`src/rtl/a_row_loader_if.sv`:
```
// a_row_loader_if: handshake and bus bundle between the A-row loader and its environment.
// Ports carried:
//   i_start / i_a_rows / i_a_cols_div_t  matrix start pulse and sizes
//   i_elem / i_elem_valid / o_elem_ready element stream from the generator
//   i_mem_sel / o_a_ready                multiplier buffer select and row-ready
//   o_wr_en_1 / o_wr_en_2 / o_wr_addr / o_wr_data  ping-pong row SRAM write port
//   o_busy / o_done                      status
// master: environment side (drives i_*); slave: loader side (drives o_*).
interface a_row_loader_if #(
   parameter int unsigned A_ROWS        = 1344,
   parameter int unsigned A_COLS        = 1344,
   parameter int unsigned ELEMENT_WIDTH = 16,
   parameter int unsigned T             = 4,
   parameter int unsigned WORD_SIZE     = ELEMENT_WIDTH * T
);
   localparam int unsigned ROW_W  = $clog2(A_ROWS) + 1;
   localparam int unsigned COL_W  = $clog2(A_COLS / T);
   localparam int unsigned ADDR_W = $clog2(A_COLS * ELEMENT_WIDTH / WORD_SIZE);

   logic                     i_start;
   logic [ROW_W-1:0]         i_a_rows;
   logic [COL_W-1:0]         i_a_cols_div_t;
   logic [ELEMENT_WIDTH-1:0] i_elem;
   logic                     i_elem_valid;
   logic                     o_elem_ready;
   logic                     i_mem_sel;
   logic                     o_a_ready;
   logic                     o_wr_en_1;
   logic                     o_wr_en_2;
   logic [ADDR_W-1:0]        o_wr_addr;
   logic [WORD_SIZE-1:0]     o_wr_data;
   logic                     o_busy;
   logic                     o_done;

   modport master (
      output i_start, i_a_rows, i_a_cols_div_t, i_elem, i_elem_valid, i_mem_sel,
      input  o_elem_ready, o_a_ready, o_wr_en_1, o_wr_en_2, o_wr_addr, o_wr_data, o_busy, o_done
   );

   modport slave (
      input  i_start, i_a_rows, i_a_cols_div_t, i_elem, i_elem_valid, i_mem_sel,
      output o_elem_ready, o_a_ready, o_wr_en_1, o_wr_en_2, o_wr_addr, o_wr_data, o_busy, o_done
   );
endinterface

```
`src/rtl/a_row_loader.sv`:
```
// a_row_loader: packs a stream of A-matrix elements (T per word, first element in the MSBs)
// and writes each row into whichever of two ping-pong row SRAMs the multiplier is not reading.
// Ports:
//   i_clk    clock
//   i_rst_n  asynchronous active-low reset
//   a_bus    a_row_loader_if.slave: start/sizes, element stream, multiplier select/ready,
//            row SRAM write port, busy/done status
module a_row_loader #(
   parameter int unsigned A_ROWS        = 1344,
   parameter int unsigned A_COLS        = 1344,
   parameter int unsigned ELEMENT_WIDTH = 16,
   parameter int unsigned T             = 4,
   parameter int unsigned WORD_SIZE     = ELEMENT_WIDTH * T
) (
   input  logic          i_clk,
   input  logic          i_rst_n,
   a_row_loader_if.slave a_bus
);
   localparam int unsigned ROW_W  = $clog2(A_ROWS) + 1;
   localparam int unsigned COL_W  = $clog2(A_COLS / T);
   localparam int unsigned ADDR_W = $clog2(A_COLS * ELEMENT_WIDTH / WORD_SIZE);
   localparam int unsigned E_W    = (T > 1) ? $clog2(T) : 1;

   typedef enum logic [1:0] {StIdle, StFill, StWait, StDone} state_e;

   state_e               r_state, w_state_d;
   logic [WORD_SIZE-1:0] r_pk;
   logic [E_W-1:0]       r_e_cnt;
   logic [ADDR_W-1:0]    r_w_cnt;
   logic [ROW_W-1:0]     r_r_cnt, r_rows;
   logic [COL_W-1:0]     r_cols;
   logic [1:0]           r_full, w_full_d;
   logic                 r_wr_sel, r_prev_sel, r_wr_pend;
   logic                 w_accept, w_commit, w_last_row, w_release, w_elem_ready, w_done;

   assign w_accept   = a_bus.i_elem_valid && w_elem_ready;
   // A pending write of the last word of a row is the commit cycle.
   assign w_commit   = r_wr_pend && (r_w_cnt == (ADDR_W'(r_cols) - ADDR_W'(1)));
   assign w_last_row = ((r_r_cnt + ROW_W'(1)) == r_rows);
   assign w_release  = (a_bus.i_mem_sel != r_prev_sel);

   // Release first, commit second: a commit on the other buffer in the same cycle survives.
   always_comb begin
      w_full_d = r_full;
      if (w_release) w_full_d[r_prev_sel] = 1'b0;
      if (w_commit)  w_full_d[r_wr_sel]   = 1'b1;
   end

   always_comb begin
      w_state_d    = r_state;
      w_elem_ready = 1'b0;
      w_done       = 1'b0;
      unique case (r_state)
         StIdle: begin
            if (a_bus.i_start) w_state_d = StFill;
         end
         StFill: begin
            w_elem_ready = !r_full[r_wr_sel] && !w_commit;
            if (w_commit) begin
               if (w_last_row)                w_state_d = StDone;
               else if (w_full_d[~r_wr_sel])  w_state_d = StWait;
            end
         end
         StWait: begin
            // Leave as soon as the target buffer's full bit is seen clearing.
            if (!w_full_d[r_wr_sel]) w_state_d = StFill;
         end
         StDone: begin
            w_done    = 1'b1;
            w_state_d = StIdle;
         end
         default: w_state_d = StIdle;
      endcase
   end

   always_ff @(posedge i_clk or negedge i_rst_n) begin
      if (!i_rst_n) begin
         r_state    <= StIdle;
         r_pk       <= '0;
         r_e_cnt    <= '0;
         r_w_cnt    <= '0;
         r_r_cnt    <= '0;
         r_rows     <= '0;
         r_cols     <= '0;
         r_full     <= '0;
         r_wr_sel   <= 1'b0;
         r_prev_sel <= 1'b0;
         r_wr_pend  <= 1'b0;
      end else begin
         r_state    <= w_state_d;
         r_prev_sel <= a_bus.i_mem_sel;
         r_full     <= w_full_d;
         r_wr_pend  <= 1'b0;
         if (r_state == StIdle && a_bus.i_start) begin
            r_rows     <= a_bus.i_a_rows;
            r_cols     <= a_bus.i_a_cols_div_t;
            r_pk       <= '0;
            r_e_cnt    <= '0;
            r_w_cnt    <= '0;
            r_r_cnt    <= '0;
            r_full     <= '0;
            r_wr_sel   <= 1'b0;
            r_prev_sel <= 1'b0;
         end else begin
            if (w_accept) begin
               r_pk <= {r_pk[WORD_SIZE-ELEMENT_WIDTH-1:0], a_bus.i_elem};
               if (r_e_cnt == E_W'(T - 1)) begin
                  r_e_cnt   <= '0;
                  r_wr_pend <= 1'b1;
               end else begin
                  r_e_cnt <= r_e_cnt + E_W'(1);
               end
            end
            if (r_wr_pend) begin
               if (w_commit) begin
                  r_w_cnt  <= '0;
                  r_wr_sel <= ~r_wr_sel;
                  r_r_cnt  <= r_r_cnt + ROW_W'(1);
               end else begin
                  r_w_cnt <= r_w_cnt + ADDR_W'(1);
               end
            end
         end
      end
   end

   // Write port is driven straight from registers, so reset drops strobes immediately.
   assign a_bus.o_wr_en_1    = r_wr_pend && !r_wr_sel;
   assign a_bus.o_wr_en_2    = r_wr_pend && r_wr_sel;
   assign a_bus.o_wr_addr    = r_wr_pend ? r_w_cnt : '0;
   assign a_bus.o_wr_data    = r_wr_pend ? r_pk : '0;
   assign a_bus.o_a_ready    = r_full[a_bus.i_mem_sel];
   assign a_bus.o_elem_ready = w_elem_ready;
   assign a_bus.o_busy       = (r_state != StIdle);
   assign a_bus.o_done       = w_done;
endmodule

```
`src/flat_wrapper.sv`:
```
// flat-port wrapper written by rule: the top's interface ports become plain ports
module a_row_loader_flat 
#(
   parameter int unsigned A_ROWS        = 1344,
   parameter int unsigned A_COLS        = 1344,
   parameter int unsigned ELEMENT_WIDTH = 16,
   parameter int unsigned T             = 4,
   parameter int unsigned WORD_SIZE     = ELEMENT_WIDTH * T
)
  (i_clk, i_rst_n, a_bus_i_start, a_bus_i_a_rows, a_bus_i_a_cols_div_t, a_bus_i_elem, a_bus_i_elem_valid, a_bus_i_mem_sel, a_bus_o_elem_ready, a_bus_o_a_ready, a_bus_o_wr_en_1, a_bus_o_wr_en_2, a_bus_o_wr_addr, a_bus_o_wr_data, a_bus_o_busy, a_bus_o_done);
  a_row_loader_if #(.A_ROWS(A_ROWS), .A_COLS(A_COLS), .ELEMENT_WIDTH(ELEMENT_WIDTH), .T(T), .WORD_SIZE(WORD_SIZE)) a_bus_i ();
  input  logic i_clk;
  input  logic i_rst_n;
  input wire logic [$bits(a_bus_i.i_start)-1:0] a_bus_i_start;
  input wire logic [$bits(a_bus_i.i_a_rows)-1:0] a_bus_i_a_rows;
  input wire logic [$bits(a_bus_i.i_a_cols_div_t)-1:0] a_bus_i_a_cols_div_t;
  input wire logic [$bits(a_bus_i.i_elem)-1:0] a_bus_i_elem;
  input wire logic [$bits(a_bus_i.i_elem_valid)-1:0] a_bus_i_elem_valid;
  input wire logic [$bits(a_bus_i.i_mem_sel)-1:0] a_bus_i_mem_sel;
  output wire logic [$bits(a_bus_i.o_elem_ready)-1:0] a_bus_o_elem_ready;
  output wire logic [$bits(a_bus_i.o_a_ready)-1:0] a_bus_o_a_ready;
  output wire logic [$bits(a_bus_i.o_wr_en_1)-1:0] a_bus_o_wr_en_1;
  output wire logic [$bits(a_bus_i.o_wr_en_2)-1:0] a_bus_o_wr_en_2;
  output wire logic [$bits(a_bus_i.o_wr_addr)-1:0] a_bus_o_wr_addr;
  output wire logic [$bits(a_bus_i.o_wr_data)-1:0] a_bus_o_wr_data;
  output wire logic [$bits(a_bus_i.o_busy)-1:0] a_bus_o_busy;
  output wire logic [$bits(a_bus_i.o_done)-1:0] a_bus_o_done;
  assign a_bus_i.i_start = a_bus_i_start;
  assign a_bus_i.i_a_rows = a_bus_i_a_rows;
  assign a_bus_i.i_a_cols_div_t = a_bus_i_a_cols_div_t;
  assign a_bus_i.i_elem = a_bus_i_elem;
  assign a_bus_i.i_elem_valid = a_bus_i_elem_valid;
  assign a_bus_i.i_mem_sel = a_bus_i_mem_sel;
  assign a_bus_o_elem_ready = a_bus_i.o_elem_ready;
  assign a_bus_o_a_ready = a_bus_i.o_a_ready;
  assign a_bus_o_wr_en_1 = a_bus_i.o_wr_en_1;
  assign a_bus_o_wr_en_2 = a_bus_i.o_wr_en_2;
  assign a_bus_o_wr_addr = a_bus_i.o_wr_addr;
  assign a_bus_o_wr_data = a_bus_i.o_wr_data;
  assign a_bus_o_busy = a_bus_i.o_busy;
  assign a_bus_o_done = a_bus_i.o_done;
  a_row_loader #(.A_ROWS(A_ROWS), .A_COLS(A_COLS), .ELEMENT_WIDTH(ELEMENT_WIDTH), .T(T), .WORD_SIZE(WORD_SIZE)) u_core (.i_clk(i_clk), .i_rst_n(i_rst_n), .a_bus(a_bus_i));
endmodule
```
`config.mk`:
```
export PLATFORM = sky130hd
export DESIGN_NAME = a_row_loader_flat
export DESIGN_NICKNAME = d
export VERILOG_FILES = /design/src/rtl/a_row_loader_if.sv /design/src/rtl/a_row_loader.sv /design/src/flat_wrapper.sv
export SDC_FILE = /design/constraint.sdc
export NUM_CORES = 1
export LEC_CHECK = 0
export BUFFER_PORTS_ARGS = -buffer_cell sky130_fd_sc_hd__buf_2
export CAP_MARGIN = 25
export CORE_MARGIN = 2
export CORE_UTILIZATION = 60
export CTS_CLUSTER_SIZE = 8
export DETAILED_ROUTE_END_ITERATION = 8
export HOLD_SLACK_MARGIN = 0.02
export PLACE_DENSITY = 0.94
export REMOVE_ABC_BUFFERS = 1
export SYNTH_ARGS = -nofsm -noshare
export SYNTH_HDL_FRONTEND = slang
export SYNTH_SLANG_ARGS = --single-unit
```
`constraint.sdc`:
```
create_clock -name i_clk -period 4.49 [get_ports i_clk]
set_input_delay 0.449 -clock i_clk [delete_from_list [all_inputs] [get_ports i_clk]]
set_output_delay 0.449 -clock i_clk [all_outputs]
set_load 0.05 [all_outputs]
```
==> key figures <==
Global routing
  – Vias in the first global route: 5029
  – Initial antenna violation count: 0
  – Largest net degree at the start of global routing: 84
  – Overall routing resource usage: 0.274
  – Total gr overflow: 0
  – First-pass GRT wire length: 24000 µm

Clocking
  – Post-CTS sizing: 0
  – Clock sink count: 115
  – Max clock buf depth: 2
  – Skew-Pair Late Insertion Delay: 0.54 ns
  – H-tree levels: 4
  – CTS tree: built
  – Cts bufs inserted: 17
  – Reg clk slew, reported paths: 0.06 ns
  – Root Driver: clkbuf_8

Placed design
  – Dpl ws: 1.18 ns
  – Hpwl dp: 9380 µm
  – Gpl congestion: 0.987
  – DP Cell Count: 874
  – Port Buffers: 120
  – Area after DPL: 0.00679 mm²

Critical path
  – Max incr delay on CP: 0.72 ns
  – Reg-to-reg endpoint: u_core.r_pk[49]
  – Worst setup path start: u_core.r_cols[0]
  – Reg2Reg Setup Slack: 1.15 ns
  – Crit path to: u_core.r_pk[49]
  – Startpoint Class: flip-flop
  – CP max FO: 64
  – Worst endpoint required time: 4.93 ns
  – Critical path cell sequence: inv_1 -> ha_1 -> nor2b_1 -> or3_1 -> a31oi_1 -> nand4_2 -> a21o_4 -> nand2_4 -> buf_4 -> mux2i_1
  – Worst setup EP type: flip-flop
  – Reg2reg start: u_core.r_cols[0]
  – CP Class: flip-flop to flip-flop
  – Crit path arrival time: 3.78 ns
  – Slowest-stage cell, CP: nand2_4
  – Cells on worst reg2reg path: 10

Logic synthesis
  – Synth warn: 0
  – EDFF count, synth: 0
  – Primary FF master, synth: dfrtp_1
  – Mapped cell area: 0.00615 mm²
  – Register area share after synthesis: 0.468
  – Post-Syn Instances: 653
  – Mean Syn Cell Area: 9.42 µm²
  – Yosys cell types: 48
  – Seq cells post-synth: 115
  – Synth async-reset ratio: 1.00

Cells and area
  – Post-route cell area: 0.00737 mm²
  – Number of fill cells: 676
  – Final net count: 808
  – Antenna Cells: 0
  – Non-Filler Instances: 906
  – P&R area growth vs syn: 19.9%
  – Layout cells sized above 1: 0.263

Timing
  – Fmax: 0.300 GHz
  – Final setup vio count: 0
  – Clock skew: 0.00773 ns
  – Slew HR: 0.346
  – RSZ-0062 raised after global routing: no
  – Final hold viol count: 0
  – Setup_tns: 0 ns
  – Crit path time final: 3.34 ns
  – Setup ws final: 1.15 ns
  – Worst-Margin Slew: 0.982 ns
  – Period utilisation layout: 0.743
  – Max-slew violation count: 0

Power and ir drop
  – Pwr/cell area: 554 mW/mm²
  – Worst IR drop on VDD: 495 µV
  – Static Leak: 3.84 nW

Routing
  – Residual DRC: 0
  – Final wirelength: 14400 µm
  – Initial DRC count: 191
  – DR WL/cell: 15.9 µm
  – DRT Pass-1 Iters: 4
  – Final ANT Viol Nets: 0
  – Vias post-DR: 4907
  – DR vias/cell: 5.42

Min path
  – Worst hold path type: primary input to flip-flop

Floorplan
  – Core Box Area: 0.00986 mm²
  – Cell Rows: 36
  – Die X-Extent: 105 µm
  – Die height: 105 µm
  – Die area: 0.0111 mm²
  – I/O Pins: 121
  – Initial core utilization: 0.623

Flow run
  – Max-cap viol count: 0

Outcome
  – Status: completed
## flip-flops by register name, indices dropped and copies added (netlist names), 2 cells and up
name	cells
u_core.r_w_cnt	9
u_core.r_full	2
u_core.r_state	2
u_core.r_r_cnt	12
u_core.r_cols	9
u_core.r_pk	64
u_core.r_rows	12
u_core.r_e_cnt	2
## logic make-up after synthesis
logic type,count (synthesis),synth area share
adder cells (fa/ha/maj),4,0.00814
flip-flops,115,0.468
AND/OR/NAND/NOR,292,0.233
buffers and inverters,79,0.0545
AO/OA/AOI/OAI,54,0.0555
XOR/XNOR,36,0.0525
multiplexers,73,0.128
## report_power, final
| group | switching (W) | leakage (nW) | internal, W |
|---|---|---|---|
| sequential | 0.000208 | 1.38 | 0.00131 |
| combinational | 0.000842 | 2.20 | 0.000473 |
| clock | 0.000465 | 0.262 | 0.000792 |
| total | 0.00151 | 3.84 | 0.00257 |
## per-stage QoR
step / hold WS (ns) / total power, W / utilization
after floorplan: 0.153 / 0.00249 / -
after global placement: 0.484 / 0.00273 / 0.688
after detailed placement: 0.488 / 0.00282 / 0.688
after CTS: 0.0934 / 0.00410 / 0.744
after global routing: 0.111 / 0.00429 / 0.747
final: 0.109 / 0.00409 / 0.747
## final cells by class
class / instances / area [µm²] / share of cell area
Clock buffer: 20 / 435 / 0.0591
Clock inverter: 10 / 111 / 0.0151
Tap cell: 133 / 166 / 0.0226
Sequential cell: 115 / 2880 / 0.390
Inverter: 42 / 158 / 0.0214
Timing Repair Buffer: 127 / 678 / 0.0920
Multi-Input combinational cell: 459 / 2950 / 0.399
## worst max-delay path, delay by kind of cell, from the launching register on
family / cells / cell delay [ns]
AO/OA/AOI/OAI: 2 / 0.49
adder cells (fa/ha/maj): 1 / 0.31
buffers and inverters: 2 / 0.35
flip-flops: 1 / 0.41
multiplexers: 1 / 0.25
AND/OR/NAND/NOR: 4 / 1.40
## repair_timing
action | CTS | global route
buffers inserted | 0 | 0
hold buffers | 0 | 1
hold endpoints to repair | 0 | 8
## synthesized netlist by cell type (11+ instances only)
master | count | area (µm²)
and2_1 | 75 | 469
a21oi_1 | 15 | 75.1
nor2_1 | 54 | 203
clkbuf_1 | 26 | 97.6
mux2i_1 | 41 | 410
nand2_1 | 111 | 417
dfrtp_1 | 115 | 2880
inv_1 | 42 | 158
o21ai_0 | 19 | 95.1
mux2_2 | 27 | 304
xnor2_1 | 25 | 219
nand3_1 | 11 | 55.1
## layer usage
| layer | wire length (µm) | global-route usage |
|---|---|---|
| met4 | 302 | 0.110 |
| met3 | 940 | 0.0711 |
| met5 | 0 | 0 |
| met1 | 5760 | 0.330 |
| met2 | 7410 | 0.470 |
## layout by cell type (no fill, tap or decap), types with 3 or more instances in the layout
master	instances
buf_2	119
dfrtp_1	114
nand2_1	110
and2_1	74
nor2_1	54
inv_1	42
mux2i_1	41
mux2_2	27
xnor2_1	25
o21ai_0	19
clkbuf_16	16
a21oi_1	15
nand3_1	11
xor2_1	10
nor3_1	6
buf_4	6
nor2b_1	5
mux2_4	5
and3_1	4
a31o_2	4
ha_1	4
clkinv_2	4
or3_1	3
a211oi_1	3
nand4_1	3
or2_2	3
clkinvlp_4	3
## worst min path at each step
stage	start	endpoint	slack [ns]	cells past startpoint
floorplan	i_rst_n	u_core.r_cols[0]	0.15	0
global placement	u_core.r_cols[8]	u_core.r_cols[8]	0.48	2
detailed placement	u_core.r_rows[11]	u_core.r_rows[11]	0.49	2
CTS	a_bus_i_a_cols_div_t[8]	u_core.r_cols[8]	0.09	3
global route	a_bus_i_a_rows[6]	u_core.r_rows[6]	0.11	3
finish	a_bus_i_a_cols_div_t[4]	u_core.r_cols[4]	0.11	3
No activity file was read; power rests on OpenSTA's default activity.
